`config.mk`:
```
export PLATFORM = sky130hd
export DESIGN_NAME = sync_fifo_param
export DESIGN_NICKNAME = d
export VERILOG_FILES = /design/src/rtl/sync_fifo_param.sv
export SDC_FILE = /design/constraint.sdc
export NUM_CORES = 1
export LEC_CHECK = 0
export CAP_MARGIN = 10
export CORE_AREA = 5 5 85 87
export CTS_BUF_LIST = sky130_fd_sc_hd__clkbuf_8
export DETAILED_ROUTE_END_ITERATION = 12
export DIE_AREA = 0 0 90 92
export GPL_ROUTABILITY_DRIVEN = 0
export PLACE_DENSITY = 0.76
export SKIP_CTS_REPAIR_TIMING = 1
export SLEW_MARGIN = 10
export SYNTH_ARGS = -nofsm -noshare
export SYNTH_HDL_FRONTEND = slang
export SYNTH_SLANG_ARGS = --single-unit
```
`constraint.sdc`:
```
create_clock -name CLK -period 2.65 [get_ports CLK]
set_clock_uncertainty 0.1 [all_clocks]
set_input_delay 0.3975 -clock CLK [delete_from_list [all_inputs] [get_ports CLK]]
set_output_delay 0.3975 -clock CLK [all_outputs]
set_load 0.01 [all_outputs]
```
`src/rtl/sync_fifo_param.sv`:
```
// -----------------------------------------------------------------------------
// sync_fifo_param
//   Single-clock FIFO with parametrised width/depth, occupancy count,
//   programmable almost-full / almost-empty thresholds and sticky
//   overflow / underflow flags. The read side runs either in standard mode
//   (registered read, one cycle of latency) or in first-word-fall-through
//   mode (head word pre-loaded into the output register).
//
// Handshake semantics:
//   A write is accepted on a rising CLK edge when wr_en && !full.
//   A read is accepted on a rising CLK edge when rd_en && !empty.
//   In FWFT mode, rd_en acknowledges the word currently shown on dout
//   (valid == 1). A rejected request changes no data; it only sets the
//   matching sticky flag.
//
// Ports:
//   CLK          clock, rising edge
//   RST          asynchronous active-high reset
//   srst         synchronous active-high clear (same end state as RST)
//   din          write data
//   wr_en        write request
//   rd_en        read request / FWFT acknowledge
//   dout         registered read data
//   valid        dout holds a valid word
//   full         count == DEPTH
//   empty        standard: count == 0; FWFT: !valid
//   almost_full  count >= AF_TH
//   almost_empty count <= AE_TH
//   count        words held (FWFT: includes the output register)
//   overflow     sticky: write attempted while full
//   underflow    sticky: read attempted while empty
// -----------------------------------------------------------------------------
module sync_fifo_param #(
   parameter int DATA_W     = 4,
   parameter int DEPTH_LOG2 = 4,
   parameter int FWFT       = 0,
   parameter int AF_TH      = (2**DEPTH_LOG2) - 2,
   parameter int AE_TH      = 1
) (
   input  logic                  CLK,
   input  logic                  RST,
   input  logic                  srst,
   input  logic [DATA_W-1:0]     din,
   input  logic                  wr_en,
   input  logic                  rd_en,
   output logic [DATA_W-1:0]     dout,
   output logic                  valid,
   output logic                  full,
   output logic                  empty,
   output logic                  almost_full,
   output logic                  almost_empty,
   output logic [DEPTH_LOG2:0]   count,
   output logic                  overflow,
   output logic                  underflow
);

   localparam int DEPTH = 2**DEPTH_LOG2;
   localparam int CW    = DEPTH_LOG2 + 1;
   localparam logic [CW-1:0] DEPTH_C = CW'(DEPTH);
   localparam logic [CW-1:0] AF_C    = CW'(AF_TH);
   localparam logic [CW-1:0] AE_C    = CW'(AE_TH);
   localparam logic [DEPTH_LOG2-1:0] PTR_ONE = DEPTH_LOG2'(1);

   logic [DATA_W-1:0]     mem [DEPTH];
   logic [DEPTH_LOG2-1:0] wr_ptr;
   logic [DEPTH_LOG2-1:0] rd_ptr;
   logic [CW-1:0]         mem_cnt;      // words held in the memory array only
   logic [CW-1:0]         mem_cnt_nxt;
   logic [CW-1:0]         count_nxt;
   logic                  wr_acc;
   logic                  rd_acc;
   logic                  pop;          // memory head moves to dout this edge
   logic                  valid_nxt;
   logic                  ovf_evt;
   logic                  udf_evt;

   always_comb begin
      wr_acc    = wr_en && !full;
      ovf_evt   = wr_en && full;
      rd_acc    = 1'b0;
      udf_evt   = 1'b0;
      pop       = 1'b0;
      valid_nxt = 1'b0;
      if (FWFT != 0) begin
         // The output register refills whenever it is empty or being
         // acknowledged, as long as the memory has a word to give.
         rd_acc    = rd_en && valid;
         udf_evt   = rd_en && !valid;
         pop       = (!valid || rd_acc) && (mem_cnt != '0);
         valid_nxt = pop || (valid && !rd_acc);
      end else begin
         rd_acc    = rd_en && !empty;
         udf_evt   = rd_en && empty;
         pop       = rd_acc;
         valid_nxt = rd_acc;
      end
      mem_cnt_nxt = mem_cnt + CW'(wr_acc) - CW'(pop);
      // In FWFT mode the output register is part of the occupancy.
      count_nxt   = (FWFT != 0) ? (mem_cnt_nxt + CW'(valid_nxt)) : mem_cnt_nxt;
   end

   // Storage array: no reset, contents are don't-care after a clear.
   always_ff @(posedge CLK) begin
      if (wr_acc && !srst) begin
         mem[wr_ptr] <= din;
      end
   end

   always_ff @(posedge CLK or posedge RST) begin
      if (RST) begin
         wr_ptr       <= '0;
         rd_ptr       <= '0;
         mem_cnt      <= '0;
         count        <= '0;
         dout         <= '0;
         valid        <= 1'b0;
         full         <= 1'b0;
         empty        <= 1'b1;
         almost_full  <= 1'b0;
         almost_empty <= 1'b1;
         overflow     <= 1'b0;
         underflow    <= 1'b0;
      end else if (srst) begin
         wr_ptr       <= '0;
         rd_ptr       <= '0;
         mem_cnt      <= '0;
         count        <= '0;
         dout         <= '0;
         valid        <= 1'b0;
         full         <= 1'b0;
         empty        <= 1'b1;
         almost_full  <= 1'b0;
         almost_empty <= 1'b1;
         overflow     <= 1'b0;
         underflow    <= 1'b0;
      end else begin
         if (wr_acc) begin
            wr_ptr <= wr_ptr + PTR_ONE;
         end
         if (pop) begin
            rd_ptr <= rd_ptr + PTR_ONE;
            dout   <= mem[rd_ptr];
         end
         mem_cnt      <= mem_cnt_nxt;
         count        <= count_nxt;
         valid        <= valid_nxt;
         full         <= (count_nxt == DEPTH_C);
         empty        <= (FWFT != 0) ? !valid_nxt : (count_nxt == '0);
         almost_full  <= (count_nxt >= AF_C);
         almost_empty <= (count_nxt <= AE_C);
         if (ovf_evt) begin
            overflow <= 1'b1;
         end
         if (udf_evt) begin
            underflow <= 1'b1;
         end
      end
   end

endmodule

```
**Word-level counts from Yosys, hierarchy flattened**

Memories as Yosys holds them, arrays and structs flattened.
Index checks and enable logic that the tools add are counted.

- Flip-flop bits (word level): 24
- Bits in writable memories: 64
- Bits of input ports: 9
- Output and inout bits: 16
- Word-level logic and storage cells: 50
- Memories: 1

Memories:

| name | depth | width | read ports | clocked after Yosys merged registers in | write ports | line | source |
|---|---|---|---|---|---|---|---|
| mem | 16 | 4 | 1 | 0 | 1 | 64 | `logic [DATA_W-1:0] mem [DEPTH];` |

- Add/sub/neg operators: 4
- Magnitude comparators: 2
- Equality and inequality tests: 1
- Mux-type cells: 18
- Reduce and logical (&&, ||, !) cells: 13

Operator list:

| operator | number |
|---|---|
| $mux W4 | 6 |
| $mux W1 | 11 |
| $add A4 B1 Y4 const B | 2 |
| $reduce_bool A2 Y1 | 4 |
| $add A5 B1 Y5 | 1 |
| $eq A5 B5 Y1 const B | 1 |
| $ge A5 B4 Y1 const B | 1 |
| $le A5 B1 Y1 const B | 1 |
| $logic_and A1 B1 Y1 | 5 |
| $logic_not A5 Y1 | 1 |
| $mux W5 | 1 |
| $sub A5 B1 Y5 | 1 |
| $logic_not A1 Y1 | 3 |

**Longest topological paths before layout**

Gate-level depths: netlist of run 1.

- Word-level depth: 6
- Depth in mapped cells: 10
- Gate-level depth less buffers: 9

**Worst setup path after synthesis of run 1**

Ideal clock, no wire load.

- Path kind: register -> register
- Start point: reg full
- End point: reg empty
- Setup time: 62 ps
- Data arrival time: 2,353 ps
- Required time: 2,488 ps
- Setup slack: 134 ps
- Stages on the path, launching flop included: 11
- Path buffers: 1
- Period minus slack after synthesis: 2,516 ps
- Path through: dfrtp_1 > nor2b_1 > clkbuf_1 > nand2b_1 > nand2_1 > ha_1 > fa_1 > a21o_1 > a21oi_1 > xnor2_1 > a41o_1

- Cells in the longest elaborated chain, start to end: 6

RTL lines:

| element | line | source |
|---|---|---|
| from (decl) | 48 | `output logic full,` |
| from (signal assigned) | 147 | `full <= (count_nxt == DEPTH_C);` |
| $logic_not A1 Y1 | 78 | `wr_acc = wr_en && !full;` |
| $logic_and A1 B1 Y1 | 78 |  |
| $add A5 B1 Y5 | 97 | `mem_cnt_nxt = mem_cnt + CW'(wr_acc) - CW'(pop);` |
| $sub A5 B1 Y5 | 97 |  |
| $logic_not A5 Y1 | 148 | `empty <= (FWFT != 0) ? !valid_nxt : (count_nxt == '0);` |
| $mux W1 | 123 | `end else if (srst) begin` |
| to (signal assigned) | 148 |  |
| to (decl) | 49 | `output logic empty,` |

Every way passes these cells.
A chain may end at the register's enable or synchronous reset.

**Worst setup path in the final report of run 1**

- Start point: in rd_en
- End point: reg almost_empty

- Cells in the longest elaborated chain, start to end: 4

RTL lines:

| element | line | source |
|---|---|---|
| from (decl) | 45 | `input logic rd_en,` |
| $logic_and A1 B1 Y1 | 92 | `rd_acc = rd_en && !empty;` |
| $sub A5 B1 Y5 | 97 |  |
| $le A5 B1 Y1 | 150 | `almost_empty <= (count_nxt <= AE_C);` |
| $mux W1 | 123 |  |
| to (signal assigned) | 150 |  |
| to (decl) | 51 | `output logic almost_empty,` |

Every way passes these cells.

==> run summary, run 1 <==
* Placed Instance Area: 4140 um^2
* Tightest Pin Transition: 587 ps
* pin count of the biggest net entering global routing: 25
* Buffers on Ports: 24
* global-route wire length before repair: 11,200 um
* DRC viols: 0
* number of nets with antenna violations after detailed routing: 0
* final design area excluding fillers: 4360 um^2
* synthesized instance count: 232
* Die Width: 90 um
* CTS Sinks: 88
* clock tree buffer depth: 2
* filler instances: 411
* endpoint required time on the critical path: 2840 ps
* via total after detailed routing: 2,004
* post-synthesis average cell area: 16.2 um^2
* type of the tightest min-delay check: in -> async
* number of DRC violations after detailed-routing iteration 0: 158
* Root Driver: sky130_fd_sc_hd__clkbuf_8
* syn_nets: 251
* number of max-slew violations in the final report: 0
* GRT Util Overall: 0.179
* placement row count: 29
* antenna violations before repair: 0
* run status: completed
* core utilization of the finished layout: 0.694
* Hold Worst Slack: 284 ps
* type of origin of the critical path: primary input
* power per unit of standard cell area: 856 nW/um^2
* clock buffers created by TritonCTS: 9
* Syn. warnings: 0
* routed wirelength normalized by instance count: 19.2 um
* peak clock frequency supported by timing: 386 MHz
* DIE HEIGHT: 92 um
* Clock Pin Slew Worst Setup and Hold Paths: 90 ps
* growth of design area from synthesis to finish: 15.6%
* Min Clock Period, post-route: 2590 ps
* final antenna diode count: 0
* met2 layer wire length in the routed design: 3230 um
* Setup Viol. Count Final: 0
* ratio of final minimum period to clock period: 0.978
* number of maximum-capacitance violations: 0
* share of synthesized area occupied by flip-flops and latches: 0.670
* count of unique library cells instantiated by Yosys: 36
* CTS tree: built
* total length of routed met3 wires: 347 um
* static power due to leakage: 1.60 nW
* area of the multi-input gates: 1150 um^2
* Routed WL: 6830 um
* count of state elements after synthesis: 88
* Top Metal Used: met4
* DR vias/cell: 5.65
* fraction of final layout cells with drive strength greater than 1: 0.180
* area of the mapped netlist: 3770 um^2
* data arrival at the endpoint of the critical path: 2780 ps
* total routed wire length on the met1 layer: 3170 um
* Setup TNS: 0 ps
* Peak supply drop: 0.796 mV
* Hold Fails Final Rpt: 0
* class of the most critical setup path: in -> reg
* crit path capture type: register
* initial core utilization: 0.600
* number of primary I/O pins: 25
* HPWL after detailed placement: 4660 um
* first drt pass iteration count: 4
* highest net fanout along the worst path: 5
* sequential cell area: 2520 um^2
* placeable core area: 6280 um^2
* Max H-tree Level: 3
* DIE AREA: 8280 um^2
* Max-Slew Margin vs Limit: 0.607
* Net count, final: 292
* clock latency reported for the late side of the worst-skew pair: 350 ps
* final global-route overflow total: 0
* number of global-route vias before repair: 2,058
## flip-flops by register name (all words and copies together) (netlist names)
signal        cells
almost_empty      1
almost_full       1
dout              4
empty             1
full              1
mem              64
mem_cnt           5
overflow          1
rd_ptr            4
underflow         1
valid             1
wr_ptr            4
## cells in the mapped netlist
library cell | count | share of area
sky130_fd_sc_hd__nor3_1 | 3 | 0.0040
sky130_fd_sc_hd__clkbuf_1 | 2 | 0.0020
sky130_fd_sc_hd__mux4_2 | 9 | 0.054
sky130_fd_sc_hd__dfstp_2 | 2 | 0.014
sky130_fd_sc_hd__nor3b_1 | 1 | 0.0020
sky130_fd_sc_hd__dfrtp_1 | 22 | 0.15
sky130_fd_sc_hd__nand4_1 | 2 | 0.0033
sky130_fd_sc_hd__nor2_1 | 23 | 0.023
sky130_fd_sc_hd__a211oi_1 | 1 | 0.0020
sky130_fd_sc_hd__a21o_1 | 2 | 0.0040
sky130_fd_sc_hd__buf_2 | 1 | 0.0013
sky130_fd_sc_hd__xnor2_1 | 3 | 0.0070
sky130_fd_sc_hd__and2_1 | 12 | 0.020
sky130_fd_sc_hd__mux4_1 | 7 | 0.049
sky130_fd_sc_hd__buf_12 | 1 | 0.0053
sky130_fd_sc_hd__xor2_1 | 7 | 0.016
sky130_fd_sc_hd__a21oi_1 | 6 | 0.0080
sky130_fd_sc_hd__inv_1 | 7 | 0.0070
sky130_fd_sc_hd__nor2b_1 | 4 | 0.0066
sky130_fd_sc_hd__ha_1 | 9 | 0.030
sky130_fd_sc_hd__nand2_1 | 16 | 0.016
sky130_fd_sc_hd__nand3_1 | 1 | 0.0013
sky130_fd_sc_hd__or2b_2 | 1 | 0.0023
sky130_fd_sc_hd__a22oi_1 | 4 | 0.0080
sky130_fd_sc_hd__clkbuf_8 | 1 | 0.0037
sky130_fd_sc_hd__mux2_2 | 8 | 0.024
sky130_fd_sc_hd__nand3b_1 | 1 | 0.0020
sky130_fd_sc_hd__nand2b_1 | 4 | 0.0066
sky130_fd_sc_hd__fa_1 | 1 | 0.0053
sky130_fd_sc_hd__a31o_2 | 1 | 0.0023
sky130_fd_sc_hd__o22ai_1 | 1 | 0.0017
sky130_fd_sc_hd__edfxtp_1 | 64 | 0.51
sky130_fd_sc_hd__buf_6 | 2 | 0.0060
sky130_fd_sc_hd__nand4bb_1 | 1 | 0.0030
sky130_fd_sc_hd__a41o_1 | 1 | 0.0027
sky130_fd_sc_hd__buf_1 | 1 | 0.0010
## cell type report
cell class | instances | area share
Clock buffer | 9 | 0.0284
Tap cell | 77 | 0.0221
Multi-Input combinational cell | 129 | 0.264
Timing Repair Buffer | 38 | 0.0793
Inverter | 7 | 0.00603
Sequential cell | 88 | 0.580
Clock inverter | 7 | 0.0201
## placed cells by master (no fill, tap or decap), types with 9 or more instances in the layout
cell,synthesis,layout
sky130_fd_sc_hd__clkbuf_8,1,9
sky130_fd_sc_hd__nor2_1,23,23
sky130_fd_sc_hd__and2_1,12,12
sky130_fd_sc_hd__ha_1,9,9
sky130_fd_sc_hd__buf_4,0,14
sky130_fd_sc_hd__nand2_1,16,16
sky130_fd_sc_hd__clkdlybuf4s50_1,0,24
sky130_fd_sc_hd__mux4_2,9,9
sky130_fd_sc_hd__edfxtp_1,64,64
sky130_fd_sc_hd__dfrtp_1,22,22
## worst max-delay path, cell delays in order
cell	delay, ps
sky130_fd_sc_hd__clkdlybuf4s50_1	490
sky130_fd_sc_hd__or2b_2	310
sky130_fd_sc_hd__nand2_1	60
sky130_fd_sc_hd__nand2_1	50
sky130_fd_sc_hd__ha_1	200
sky130_fd_sc_hd__fa_1	410
sky130_fd_sc_hd__a21o_1	170
sky130_fd_sc_hd__a21oi_1	240
sky130_fd_sc_hd__xnor2_2	170
sky130_fd_sc_hd__a31o_2	270
## cells by family (layout without fill, tap and decap cells)
| group | after synthesis | in the layout | share of synthesized area |
|---|---|---|---|
| flip-flops | 88 | 88 | 0.670 |
| AND/OR/NAND/NOR | 69 | 69 | 0.0900 |
| multiplexers | 24 | 24 | 0.127 |
| AO/OA/AOI/OAI | 16 | 16 | 0.0286 |
| buffers and inverters | 15 | 61 | 0.0262 |
| adder cells (fa/ha/maj) | 10 | 10 | 0.0352 |
| XOR/XNOR | 10 | 10 | 0.0232 |
## worst paths after layout
| kind | from | end | slack, ps | cells past startpoint |
|---|---|---|---|---|
| worst max-delay path | rd_en | almost_empty | 60 | 10 |
| worst min-delay path | RST | valid | 280 | 3 |
| worst max register to register | empty | almost_empty | 210 | 9 |
| worst min register to register | underflow | underflow | 400 | 2 |
| max in group asynchronous | RST | empty | 1890 | 3 |
| min in group CLK | underflow | underflow | 400 | 2 |
## metrics by stage
stage / instances / setup slack, ps / power [mW]
final: 355 / 59.2 / 3.73
after global routing: 355 / -42.0 / 3.93
after CTS: 355 / 84.0 / 3.71
after detailed placement: 339 / -279 / 2.73
after global placement: 339 / -210 / 2.70
after floorplan: 232 / 134 / 2.31
## layer usage
metal / track usage / vias up
met5: 0 / -
met1: 0.248 / 1006
met4: 0.0596 / 0
met3: 0.0491 / 8
li1: - / 951
met2: 0.276 / 39
## report_power, final
part | total (mW) | internal, mW | switching (mW)
clock network | 0.981 | 0.523 | 0.459
registers | 1.68 | 1.60 | 0.0848
logic | 1.07 | 0.534 | 0.532
Note: power is estimated with default switching activity, not from simulation.
==> run 2: changes to the inputs <==
- CORE_AREA: 5 5 85 87 -> 5 5 83 85
- DIE_AREA: 0 0 90 92 -> 0 0 88 90
- DONT_BUFFER_PORTS: default -> 1
- PLACE_DENSITY: 0.76 -> 0.75
==> run summary, run 2 (synthesized netlist as in run 1, its figures left out) <==
* delay of the slowest cell on the worst path: 440 ps
* clock buffers created by TritonCTS: 9
* first drt pass iteration count: 4
* worst-path cell chain: nor2b_2 > nand2b_1 > nand2_1 > ha_1 > fa_1 > a21o_1 > a21oi_1 > xnor2_2 > a211oi_1
* global-route wire length before repair: 10,600 um
* initial core utilization: 0.614
* number of nets with antenna violations after detailed routing: 0
* Setup TNS: 0 ps
* DR vias/cell: 5.85
* Setup Viol. Count Final: 0
* final antenna diode count: 0
* type of the tightest min-delay check: in -> reg
* clock latency reported for the late side of the worst-skew pair: 340 ps
* placement row count: 29
* largest registers: mem x64, mem_cnt x5
* clock tree buffer depth: 2
* run status: completed
* placeable core area: 6130 um^2
* DIE HEIGHT: 90 um
* commonest non-fill, non-tap cell in the layout: sky130_fd_sc_hd__edfxtp_1
* Peak supply drop: 0.877 mV
* Buffers on Ports: 0
* filler instances: 412
* DIE AREA: 7920 um^2
* number of buffers and inverters on the critical path: 0
* antenna violations before repair: 0
* CTS Sinks: 88
* number of global-route vias before repair: 1,996
* DRC viols: 0
* highest net fanout along the worst path: 5
* max FFs per register: 64
* number of primary I/O pins: 25
* GRT Util Overall: 0.183
* HPWL after detailed placement: 4640 um
* commonest cells after routing, fill and taps aside: sky130_fd_sc_hd__edfxtp_1 (64), sky130_fd_sc_hd__nor2_1 (22), sky130_fd_sc_hd__dfrtp_1 (22)
* Max H-tree Level: 3
* number of max-slew violations in the final report: 0
* Net count, final: 261
* slowest stage cell on the critical path: sky130_fd_sc_hd__dfrtp_1
* pin count of the biggest net entering global routing: 26
* # placed instances: 307
* setup ws final: 147 ps
* Min Clock Period, post-route: 2500 ps
* endpoint required time on the critical path: 2790 ps
* Clock Pin Slew Worst Setup and Hold Paths: 80 ps
* peak clock frequency supported by timing: 399 MHz
* number of maximum-capacitance violations: 0
* Root Driver: sky130_fd_sc_hd__clkbuf_8
* setup repair after global routing missed its margin: false
* register with the most flip-flops: mem
* growth of design area from synthesis to finish: 7.71%
* static power due to leakage: 1.49 nW
* Tightest Pin Transition: 910 ps
* class of the most critical setup path: reg -> reg
* number of DRC violations after detailed-routing iteration 0: 142
* Routed WL: 6510 um
* via total after detailed routing: 1,894
* fraction of final layout cells with drive strength greater than 1: 0.178
* Hold Fails Final Rpt: 0
* Die Width: 88 um
* routed wirelength normalized by instance count: 20.1 um
* CTS tree: built
* final std cells w/o fill: 324
* ratio of final minimum period to clock period: 0.945
* crit path capture type: register
* final global-route overflow total: 0
* category of cells accounting for the largest share of critical-path delay: compound AO/OA/AOI/OAI gates
* Max-Slew Margin vs Limit: 0.392
* power per unit of standard cell area: 837 nW/um^2
* data arrival at the endpoint of the critical path: 2650 ps
* worst slack after detailed placement: 59.7 ps
* type of origin of the critical path: register
==> run 2: changes by cell type in the layout (fill, tap and decap cells not counted), sizes merged <==
| cell | before | now |
|---|---|---|
| clkdlybuf4s50 | 24 | 0 |
| buf | 14 | 6 |
| clkbuf | 9 | 11 |
| clkinvlp | 2 | 0 |
| bufinv | 2 | 1 |
| clkinv | 2 | 3 |
| dlygate4sd3 | 0 | 1 |
==> run 2: routing by layer <==
metal,global-route usage,vias to the layer above,wire (um)
met4,0.0767,0,116
li1,-,882,-
met5,0,-,0
met3,0.0411,11,347
met2,0.285,57,3290
met1,0.247,944,2760
==> run 2: per-stage QoR <==
stage	power, mW	instance area, um^2	hold slack, ps	utilization
final	3.40	4060	9.92	0.662
after global placement	2.45	3840	365	0.626
after global routing	3.59	4060	1.71	0.662
after detailed placement	2.48	3840	368	0.626
after floorplan	2.31	3770	311	-
after CTS	3.38	4040	-12.9	0.658
==> run 2: area by class of cell <==
cell class | instances | area [um^2] | share of cell area
clock inverter | 5 | 47.5 | 0.0117
clock buffer | 11 | 151 | 0.0373
timing repair buffer | 7 | 55.1 | 0.0136
tap | 77 | 96.3 | 0.0237
multi-input combinational | 129 | 1160 | 0.285
sequential | 88 | 2520 | 0.622
inverter | 7 | 26.3 | 0.00648
==> run 2: worst reg2reg max path, cell delays in order, from the launching register on <==
cell	delay, ps
sky130_fd_sc_hd__dfrtp_1	440
sky130_fd_sc_hd__nor2b_2	180
sky130_fd_sc_hd__nand2b_1	190
sky130_fd_sc_hd__nand2_1	70
sky130_fd_sc_hd__ha_1	210
sky130_fd_sc_hd__fa_1	400
sky130_fd_sc_hd__a21o_1	170
sky130_fd_sc_hd__a21oi_1	240
sky130_fd_sc_hd__xnor2_2	160
sky130_fd_sc_hd__a211oi_1	230
==> run 2: report_power, final <==
part	switching, mW	total (mW)	internal [mW]
clock network	0.427	0.904	0.478
logic	0.425	0.773	0.347
registers	0.125	1.72	1.60
total	0.977	3.40	2.42
==> run 2: final timing paths <==
| kind | startpoint | endpoint | slack (ps) | cells past startpoint |
|---|---|---|---|---|
| max in group asynchronous | RST | wr_ptr[1] | 1860 | 1 |
| worst min register to register | rd_ptr[3] | rd_ptr[3] | 470 | 2 |
| min in group asynchronous | RST | dout[1] | 30 | 1 |
| worst max-delay path | full | full | 150 | 9 |
| worst min-delay path | srst | mem_cnt[2] | 10 | 1 |
| worst max register to register | full | full | 150 | 9 |
==> run 3: changes to the inputs <==
- CORE_AREA: 5 5 83 85 -> 2 2 80 82
- DIE_AREA: 0 0 88 90 -> 0 0 82 84
==> run summary, run 3 (synthesized netlist as in run 1, its figures left out) <==
* Hold Worst Slack: 10.0 ps
* Peak supply drop: 0.687 mV
* number of nets with antenna violations after detailed routing: 0
* number of global-route vias before repair: 1,891
* antenna violations before repair: 0
* launch point of the worst hold path: srst
* commonest cells after routing, fill and taps aside: sky130_fd_sc_hd__edfxtp_1 (64), sky130_fd_sc_hd__nor2_1 (22), sky130_fd_sc_hd__dfrtp_1 (22)
* CTS Sinks: 88
* number of maximum-capacitance violations: 0
* endpoint required time on the critical path: 2820 ps
* clock tree buffer depth: 2
* sequential cell area: 2520 um^2
* initial core utilization: 0.618
* commonest non-fill, non-tap cell in the layout: sky130_fd_sc_hd__edfxtp_1
* setup ws final: 185 ps
* Buffers on Ports: 0
* Net count, final: 261
* static power due to leakage: 1.46 nW
* number of DRC violations after detailed-routing iteration 0: 156
* logic depth of the worst register-to-register path: 9
* Routed WL: 6380 um
* power consumption: 3.34 mW
* Root Driver: sky130_fd_sc_hd__clkbuf_8
* global-route wire length before repair: 9680 um
* power per unit of standard cell area: 827 nW/um^2
* number of primary I/O pins: 25
* Setup Viol. Count Final: 0
* CTS tree: built
* fraction of final layout cells with drive strength greater than 1: 0.194
* data arrival at the endpoint of the critical path: 2640 ps
* final global-route overflow total: 0
* Die Width: 82 um
* run status: completed
* ratio of final minimum period to clock period: 0.930
* worst hold path endpoint: mem_cnt[1]
* Tightest Pin Transition: 897 ps
* Hold Fails Final Rpt: 0
* core utilization of the finished layout: 0.663
* first drt pass iteration count: 4
* worst reg2reg startpoint: full
* class of the most critical setup path: reg -> reg
* via total after detailed routing: 1,891
* placement row count: 29
* final antenna diode count: 0
* setup repair after global routing missed its margin: false
* Min Clock Period, post-route: 2470 ps
* largest registers: mem x64, mem_cnt x5
* peak clock frequency supported by timing: 406 MHz
* register with the most flip-flops: mem
* placeable core area: 6100 um^2
* highest net fanout along the worst path: 4
* Max-Slew Margin vs Limit: 0.402
* max FFs per register: 64
* area of the multi-input gates: 1160 um^2
* clock latency reported for the late side of the worst-skew pair: 350 ps
* type of origin of the critical path: register
* growth of design area from synthesis to finish: 7.21%
* register-to-register setup slack: 180 ps
* clock buffers created by TritonCTS: 9
* number of max-slew violations in the final report: 0
* Max H-tree Level: 3
* routed wirelength normalized by instance count: 19.7 um
* HPWL after detailed placement: 4390 um
* worst slack after detailed placement: 92.5 ps
* filler instances: 412
* DR vias/cell: 5.84
* Setup TNS: 0 ps
* DIE HEIGHT: 84 um
* DRC viols: 0
* GRT Util Overall: 0.201
* type of the tightest min-delay check: in -> reg
* Hold Path Stages: 1
* DIE AREA: 6890 um^2
* crit path capture type: register
* Clock Pin Slew Worst Setup and Hold Paths: 90 ps
* pin count of the biggest net entering global routing: 26
* destination of the worst register-to-register timing path: full
-- run 3: cell types whose count changed in the layout (fill, tap and decap cells not counted), sizes merged --
cell      previous run  this run
bufinv               1         0
clkbuf              11         9
clkinvlp             0         3
-- run 3: worst max-delay path by stage --
stage | start | to | slack [ps] | cells past startpoint
finish | full | full | 180 | 9
floorplan | full | empty | 130 | 10
CTS | empty | full | 70 | 9
global route | full | full | 1 | 9
detailed placement | empty | full | 90 | 9
global placement | empty | empty | 180 | 9
-- run 3: report_power, final --
| group | switching (mW) | total, mW | internal (mW) |
|---|---|---|---|
| combinational | 0.443 | 0.822 | 0.379 |
| clock | 0.458 | 0.796 | 0.339 |
| sequential | 0.125 | 1.72 | 1.60 |
| total | 1.03 | 3.34 | 2.31 |
-- run 3: cell type report --
class	count	share of cell area
sequential	88	0.625
multi-input combinational	129	0.288
clock buffer	9	0.0307
tap	77	0.0239
timing repair buffer	7	0.0136
clock inverter	7	0.0118
inverter	7	0.00651
-- run 3: stage by stage --
stage | cell area (um^2) | std cells
floorplan | 3770 | 232
global placement | 3830 | 306
detailed placement | 3830 | 306
CTS | 4000 | 322
global route | 4040 | 324
finish | 4040 | 324
-- run 3: critical path: stages, from the launching register on --
cell and delay (ps):
sky130_fd_sc_hd__dfrtp_1 430, sky130_fd_sc_hd__nor2b_1 190, sky130_fd_sc_hd__nand2b_1 200, sky130_fd_sc_hd__nand2_1 70, sky130_fd_sc_hd__ha_1 200, sky130_fd_sc_hd__fa_1 410
sky130_fd_sc_hd__xor2_1 200, sky130_fd_sc_hd__nor2_2 210, sky130_fd_sc_hd__nand3_1 120, sky130_fd_sc_hd__a211oi_2 240
-- run 3: layer usage --
layer | vias up | GRT usage | wire length (um)
met1 | 970 | 0.268 | 2860
met2 | 29 | 0.319 | 3230
met5 | - | 0 | 0
met3 | 9 | 0.0444 | 200
li1 | 883 | - | -
met4 | 0 | 0.0818 | 97
